[config.mk]
export PLATFORM = sky130hd
export DESIGN_NAME = fft4_stream
export DESIGN_NICKNAME = d
export VERILOG_FILES = /design/src/rtl/fft4_stream.sv
export SDC_FILE = /design/constraint.sdc
export NUM_CORES = 1
export LEC_CHECK = 0
export CAP_MARGIN = 10
export CORE_ASPECT_RATIO = 1.1
export CORE_MARGIN = 2
export CORE_UTILIZATION = 41
export DETAILED_ROUTE_END_ITERATION = 8
export GPL_ROUTABILITY_DRIVEN = 0
export GPL_TIMING_DRIVEN = 1
export HOLD_SLACK_MARGIN = 0.06
export MAX_ROUTING_LAYER = met4
export PLACE_DENSITY = 0.66
export SLEW_MARGIN = 5
export SYNTH_ARGS = -nofsm -noshare
export SYNTH_HDL_FRONTEND = slang
export SYNTH_SLANG_ARGS = --single-unit
[constraint.sdc]
create_clock -name clk -period 7.2 [get_ports clk]
set_input_delay 1.44 -clock clk [delete_from_list [all_inputs] [get_ports clk]]
set_output_delay 1.44 -clock clk [all_outputs]
set_load 0.03 [all_outputs]
[src/rtl/fft4_stream.sv]
// fft4_stream: streaming radix-4 DFT over 4-sample frames.
//
// Purpose:
//   Collects four complex samples over a valid/ready input handshake,
//   computes the 4-point DFT (forward or inverse, optionally scaled by 1/4)
//   in two registered butterfly stages, then returns the four bins serially
//   in natural order over a valid/ready output handshake.
//
// Ports:
//   clk, rst              clock and synchronous active-high reset
//   in_valid / in_ready   input sample handshake
//   in_real, in_imag      signed input sample, DATA_WIDTH bits each
//   in_inv                frame mode, taken with sample 0 (1 = inverse)
//   out_valid / out_ready output bin handshake
//   out_real, out_imag    signed output bin, DATA_WIDTH+2 bits each
//   out_index             bin number of the presented output
//   out_last              marks bin 3, the final bin of a frame
module fft4_stream #(
    parameter int DATA_WIDTH = 8,
    parameter int SCALE      = 0
) (
    input  logic                         clk,
    input  logic                         rst,
    input  logic                         in_valid,
    output logic                         in_ready,
    input  logic signed [DATA_WIDTH-1:0] in_real,
    input  logic signed [DATA_WIDTH-1:0] in_imag,
    input  logic                         in_inv,
    output logic                         out_valid,
    input  logic                         out_ready,
    output logic signed [DATA_WIDTH+1:0] out_real,
    output logic signed [DATA_WIDTH+1:0] out_imag,
    output logic [1:0]                   out_index,
    output logic                         out_last
);

    localparam int OW = DATA_WIDTH + 2;

    typedef enum logic [1:0] {LOAD, STG1, STG2, UNLOAD} state_t;

    state_t state_q, state_d;
    logic [1:0] n_q, n_d;
    logic [1:0] k_q, k_d;
    logic       inv_q, inv_d;

    logic signed [DATA_WIDTH-1:0] xr_q [4];
    logic signed [DATA_WIDTH-1:0] xr_d [4];
    logic signed [DATA_WIDTH-1:0] xi_q [4];
    logic signed [DATA_WIDTH-1:0] xi_d [4];
    logic signed [OW-1:0]         ar_q [4];
    logic signed [OW-1:0]         ar_d [4];
    logic signed [OW-1:0]         ai_q [4];
    logic signed [OW-1:0]         ai_d [4];
    logic signed [OW-1:0]         br_q [4];
    logic signed [OW-1:0]         br_d [4];
    logic signed [OW-1:0]         bi_q [4];
    logic signed [OW-1:0]         bi_d [4];

    logic signed [OW-1:0] f1r, f1i, f3r, f3i;
    logic                 in_hs;

    function automatic logic signed [OW-1:0] sext(input logic signed [DATA_WIDTH-1:0] v);
        return {{2{v[DATA_WIDTH-1]}}, v};
    endfunction

    // Optional 1/4 scaling applied to the full-growth result (floor).
    function automatic logic signed [OW-1:0] scl(input logic signed [OW-1:0] v);
        if (SCALE != 0) begin
            return v >>> 2;
        end
        return v;
    endfunction

    // in_ready is forced low during reset so nothing is accepted that cycle.
    assign in_ready = (state_q == LOAD) && !rst;
    assign in_hs    = in_valid && in_ready;

    // Odd-bin cross terms: multiply the x1-x3 difference by -j or +j.
    assign f1r = ar_q[1] + ai_q[3];
    assign f1i = ai_q[1] - ar_q[3];
    assign f3r = ar_q[1] - ai_q[3];
    assign f3i = ai_q[1] + ar_q[3];

    // Outputs are zeroed outside UNLOAD so nothing stale is ever visible.
    assign out_valid = (state_q == UNLOAD);
    assign out_real  = out_valid ? br_q[k_q] : '0;
    assign out_imag  = out_valid ? bi_q[k_q] : '0;
    assign out_index = k_q;
    assign out_last  = out_valid && (k_q == 2'd3);

    always_comb begin
        state_d = state_q;
        n_d     = n_q;
        k_d     = k_q;
        inv_d   = inv_q;
        xr_d    = xr_q;
        xi_d    = xi_q;
        ar_d    = ar_q;
        ai_d    = ai_q;
        br_d    = br_q;
        bi_d    = bi_q;

        case (state_q)
            LOAD: begin
                if (in_hs) begin
                    xr_d[n_q] = in_real;
                    xi_d[n_q] = in_imag;
                    if (n_q == 2'd0) begin
                        inv_d = in_inv;
                    end
                    if (n_q == 2'd3) begin
                        state_d = STG1;
                        n_d     = 2'd0;
                    end else begin
                        n_d = n_q + 2'd1;
                    end
                end
            end
            STG1: begin
                ar_d[0] = sext(xr_q[0]) + sext(xr_q[2]);
                ai_d[0] = sext(xi_q[0]) + sext(xi_q[2]);
                ar_d[1] = sext(xr_q[0]) - sext(xr_q[2]);
                ai_d[1] = sext(xi_q[0]) - sext(xi_q[2]);
                ar_d[2] = sext(xr_q[1]) + sext(xr_q[3]);
                ai_d[2] = sext(xi_q[1]) + sext(xi_q[3]);
                ar_d[3] = sext(xr_q[1]) - sext(xr_q[3]);
                ai_d[3] = sext(xi_q[1]) - sext(xi_q[3]);
                state_d = STG2;
            end
            STG2: begin
                br_d[0] = scl(ar_q[0] + ar_q[2]);
                bi_d[0] = scl(ai_q[0] + ai_q[2]);
                br_d[2] = scl(ar_q[0] - ar_q[2]);
                bi_d[2] = scl(ai_q[0] - ai_q[2]);
                // Inverse mode swaps the roles of the two odd bins.
                if (inv_q) begin
                    br_d[1] = scl(f3r);
                    bi_d[1] = scl(f3i);
                    br_d[3] = scl(f1r);
                    bi_d[3] = scl(f1i);
                end else begin
                    br_d[1] = scl(f1r);
                    bi_d[1] = scl(f1i);
                    br_d[3] = scl(f3r);
                    bi_d[3] = scl(f3i);
                end
                state_d = UNLOAD;
            end
            UNLOAD: begin
                if (out_ready) begin
                    if (k_q == 2'd3) begin
                        state_d = LOAD;
                        k_d     = 2'd0;
                    end else begin
                        k_d = k_q + 2'd1;
                    end
                end
            end
            default: state_d = LOAD;
        endcase
    end

    always_ff @(posedge clk) begin
        if (rst) begin
            state_q <= LOAD;
            n_q     <= 2'd0;
            k_q     <= 2'd0;
            inv_q   <= 1'b0;
            for (int i = 0; i < 4; i++) begin
                xr_q[i] <= '0;
                xi_q[i] <= '0;
                ar_q[i] <= '0;
                ai_q[i] <= '0;
                br_q[i] <= '0;
                bi_q[i] <= '0;
            end
        end else begin
            state_q <= state_d;
            n_q     <= n_d;
            k_q     <= k_d;
            inv_q   <= inv_d;
            xr_q    <= xr_d;
            xi_q    <= xi_d;
            ar_q    <= ar_d;
            ai_q    <= ai_d;
            br_q    <= br_d;
            bi_q    <= bi_d;
        end
    end

endmodule

==> results.md <==
- The class of the worst hold path is flop to flop.
- The first-iteration detailed-routing DRC count is slightly above 900.
- In the final layout, the share of cells above drive strength 1 is between 4 and 5%.
- The critical path class is flop to primary output.
- Setup repair after global routing left no endpoint under its margin.
- The number of top-level pins is 46.
- Summed over all layers, the routed wires come to 35.2 mm.
- Fill cells in the final layout number 3288.
- The simple-gate share of the synthesized area is around 20%.
- In this run the tightest slew margin relative to its limit is between 20% and 30%.
- Global routing used around a third of the available met2 tracks.
- The detailed-route wire length per cell is 16.2 um.
- The post-synthesis mux area share is between 6 and 7%.
- For this run, the top clock speed supported by timing is 0.229 GHz.
- After synthesis, the largest family of logic cells by area is simple AND/OR/NAND/NOR gates.
- After routing the design area is around 16000 sq um.
- The clock arrives with ~13 ps of skew.
- The global-route met1 utilization is 27.0%.
- Of the post-synthesis cell area, the dominant cell type holds between 30% and 40%.
- The synthesized design contains 0 enable-type register cells.
- The number of different library cells used by synthesis comes to 72.
- From bottom edge to top edge, the die measures approximately 200 um.
- The total area of multi-input combinational cells is ~9000 sq um.
- Traced cell by cell, the critical path runs through mux4_2 -> and2_1 -> clkdlybuf4s50_1.
- The worst vdd rail ir drop is 0.156 mV.
- The via count of the first global-routing pass was roughly 11k.
- Summing all flip-flop and latch instances after layout gives 4300 sq um.
- At the pin with the least slew margin, the transition time is 1130 ps.
- The leakage power summed over all cells is around 6 nW.
- The total overflow left after global routing is 0.
- The Yosys step of the flow raised 0 warnings.
- By area the synthesized netlist is led by dfxtp_1 (30%), ha_1 (13%), nor2_1 (5.4%).
- After clock tree synthesis, the repair step resized 0 gates.
- The synthesis-stage register bit count is approximately 220.
- The number of antenna violations at the first check in global routing is 0.
- The routing layer with the top usage in global route is met2.
- Along the worst path, the maximum fanout reaches 21.
- From left edge to right edge, the die measures 182 um.
- The length of the first detailed-routing pass in iterations is 5.
- After synthesis, the share of flip-flops with an asynchronous set or reset is 0%.
- The total power draw is approximately 0.0042 W.
- For the worst setup path, the data required time is between 5000 and 6000 ps.
- The net count after synthesis is ~1.9k.
- The critical path data arrival time is a little under 3000 ps.
- The number of hold violations in the final report is 0.
- The area added between synthesis and finish is 10.9%.
- Once detail routing completed, the nets flagged for antenna violations numbered 0.
- The time the worst path needs with I/O delays and setup is ~4400 ps.
- The antenna diode count is 0.
- The sum of negative setup slack is 0 ps.
- Entering global routing, the biggest net connects between 90 and 100 pins.
- The number of max-capacitance violations reported is 0.
- Of all cell types, the one taking the most synthesized area is dfxtp_1.
- Counting every sink on the clock net gives 215.
- CTS placed an instance of clkbuf_16 at the clock tree root.
- TritonCTS created 24 clock buffers.
- In this run the mean area of a mapped cell was a little over 8 sq um.
- The placement row count is just over 70.
- For this configuration, the core starts out at a cell density of between 40% and 50%.
- The final cycle utilization of the critical path is approximately three fifths.
- In the synthesized netlist, the number of instances is between 1.5k and 2k.
- The longest clock path from root to sink contains 3 buffers.
- The vias per cell is between 5 and 6.
- The HPWL after detailed placement is ~26 mm.
- The first global-routing pass estimated between 50 and 60 mm of wire.
- The total via count after detailed routing is 11.8k.
- After clock tree synthesis, the clock-pin slew on the worst setup and hold paths is roughly 60 ps.
- In this run the cell area measured after placement is 14900 sq um.
- After clock tree synthesis, the flow added hold-fix buffers numbering 0.
- The full die area is 36200 sq um.
- For the worst-skew pair, the clock arrives at the later sink with an insertion delay of about 520 ps.
- The number of I/O port buffers is 45.
- The count of pins over their slew limit came to 0.
- The TritonCTS clock tree is built.
- After Yosys synthesis, full adders, half adders and majority gates account for about 15% of the synthesized area.
- The power per unit of standard cell area is between 200 and 300 nW/um^2.
- The overall fraction of global-route tracks in use is between 20% and 30%.
- The synthesized netlist devotes between 10% and 20% of its cell area to compound gates.
- STA classifies the critical path endpoint as a primary output.
- For this run, the leading register cell type out of synthesis is dfxtp_1.
- The region available for standard cell placement spans around 34000 sq um.
- In the global route stage, met3 resource usage came out at between 2 and 3%.
- Setup violations remaining at the end of the flow were counted as 0.
- The total DRC errors in the routed layout is 0.
- The number of H-tree levels is 1.
- For this run, the slowest stage of the critical path takes approximately 1100 ps.
- In the final design database the tool counted 1905 nets.
- The flow ran to the end, and the final reports show no timing, DRC or antenna violations.
- For this run, the register share of the synthesized area comes to between 30% and 40%.
- Buffers added to address setup during post-CTS repair amount to 0.
- For this design, the slowest cell found on the critical path is dfxtp_1.
- The xor/xnor share of the synthesized area is under 10%.
- The synthesized cell area is 14200 sq um.
- The startpoint type of the worst setup path is a flop.
- The post-layout utilization of the core is between 40% and 50%.
area by class of cell:
type,instances,share of cell area [%]
inverters,131,3.12
repair buffers,52,3.20
clock inverters,11,1.03
multi-input cells,1298,57.3
well taps,438,3.48
flip-flops and latches,215,27.3
clock buffers,33,4.54
power by group:
part / internal (W) / switching (W)
Combinational: 0.000598 / 0.000821
Sequential: 0.00131 / 0.000137
Clock: 0.000837 / 0.000501
Total: 0.00274 / 0.00146
registers in the layout, indices dropped and copies added (netlist names), 2 cells and up:
| register | cells |
|---|---|
| bi_q | 38 |
| br_q | 38 |
| ai_q | 34 |
| ar_q | 34 |
| xi_q | 32 |
| xr_q | 32 |
| n_q | 2 |
| out_index | 2 |
| state_q | 2 |
metal layers:
metal	share of wire [%]	wire length, um
met4	2.3	823
met2	44	15500
met5	0	0
met3	4.5	1570
met1	49	17300
worst max-delay path: cells and delay by family (launching register included):
kind / cells / cell delay (ps)
flip-flops: 1 / 1060
AND/OR/NAND/NOR: 1 / 160
multiplexers: 1 / 600
buffers and inverters: 1 / 580
stage by stage:
stage / cells / hold WS, ps / setup slack (ps)
finish: 2178 / 456 / 2820
global route: 2178 / 478 / 2690
CTS: 2178 / 456 / 2790
detailed placement: 2134 / 443 / 3130
global placement: 2134 / 436 / 3170
floorplan: 1733 / 420 / 3650
cell families after synthesis:
family / count (synthesis)
and+or+nand+nor: 608
AOI/OAI and AO/OA: 399
buffers and inverters: 220
DFF: 215
adders and majority gates: 162
muxes: 71
xor gates and xnor gates: 58
cells in the mapped netlist, drive strengths merged (3+ instances only):
master	instances
dfxtp	215
nor2	205
nand2	193
ha	146
a21oi	137
inv	129
o21ai	72
clkbuf	65
mux2i	53
a211oi	51
nor3	45
nor2b	42
xnor2	36
nand2b	35
a311oi	23
buf	23
xor2	22
and2	21
mux4	18
fa	16
or3	15
and3	14
nor3b	12
o22ai	12
o21a	10
o21bai	10
a221oi	8
o31ai	8
nand3	7
a21boi	6
o41ai	6
a31oi	5
o311ai	5
a2111oi	4
a41oi	4
nor4b	4
o2111a	4
o211ai	4
o221ai	4
or4	4
a211o	3
a221o	3
a311o	3
nor4	3
o32ai	3
path summary, 6_finish.rpt:
path / from / endpoint / slack, ps / depth (start not counted)
setup / recovery: out_index[1]$_SDFFE_PP0P_ / out_imag[5] / 2820 / 3
hold / removal: bi_q[27]$_SDFFE_PP0P_ / bi_q[27]$_SDFFE_PP0P_ / 460 / 2
hold reg to reg: bi_q[27]$_SDFFE_PP0P_ / bi_q[27]$_SDFFE_PP0P_ / 460 / 2
setup reg to reg: state_q[0]$_SDFFE_PP0P_ / br_q[18]$_SDFFE_PP0P_ / 4250 / 7
cell usage in the layout, fill, tap and decap left out, types with 10 or more instances in the layout:
cell type	n
xor2_1	22
nor2b_1	40
inv_1	129
nor2_1	205
nor3b_1	12
clkdlybuf4s50_1	44
o21ai_0	72
or3_1	15
ha_1	144
a21oi_1	137
o21a_1	10
nand2b_1	35
and3_1	13
nand2_1	193
dfxtp_1	215
o22ai_1	12
and2_1	21
o21bai_1	10
nor3_1	45
fa_1	16
xnor2_1	36
clkbuf_16	25
mux4_2	18
a311oi_1	23
a211oi_1	51
mux2i_1	53
Note: power is estimated with default switching activity, not from simulation.
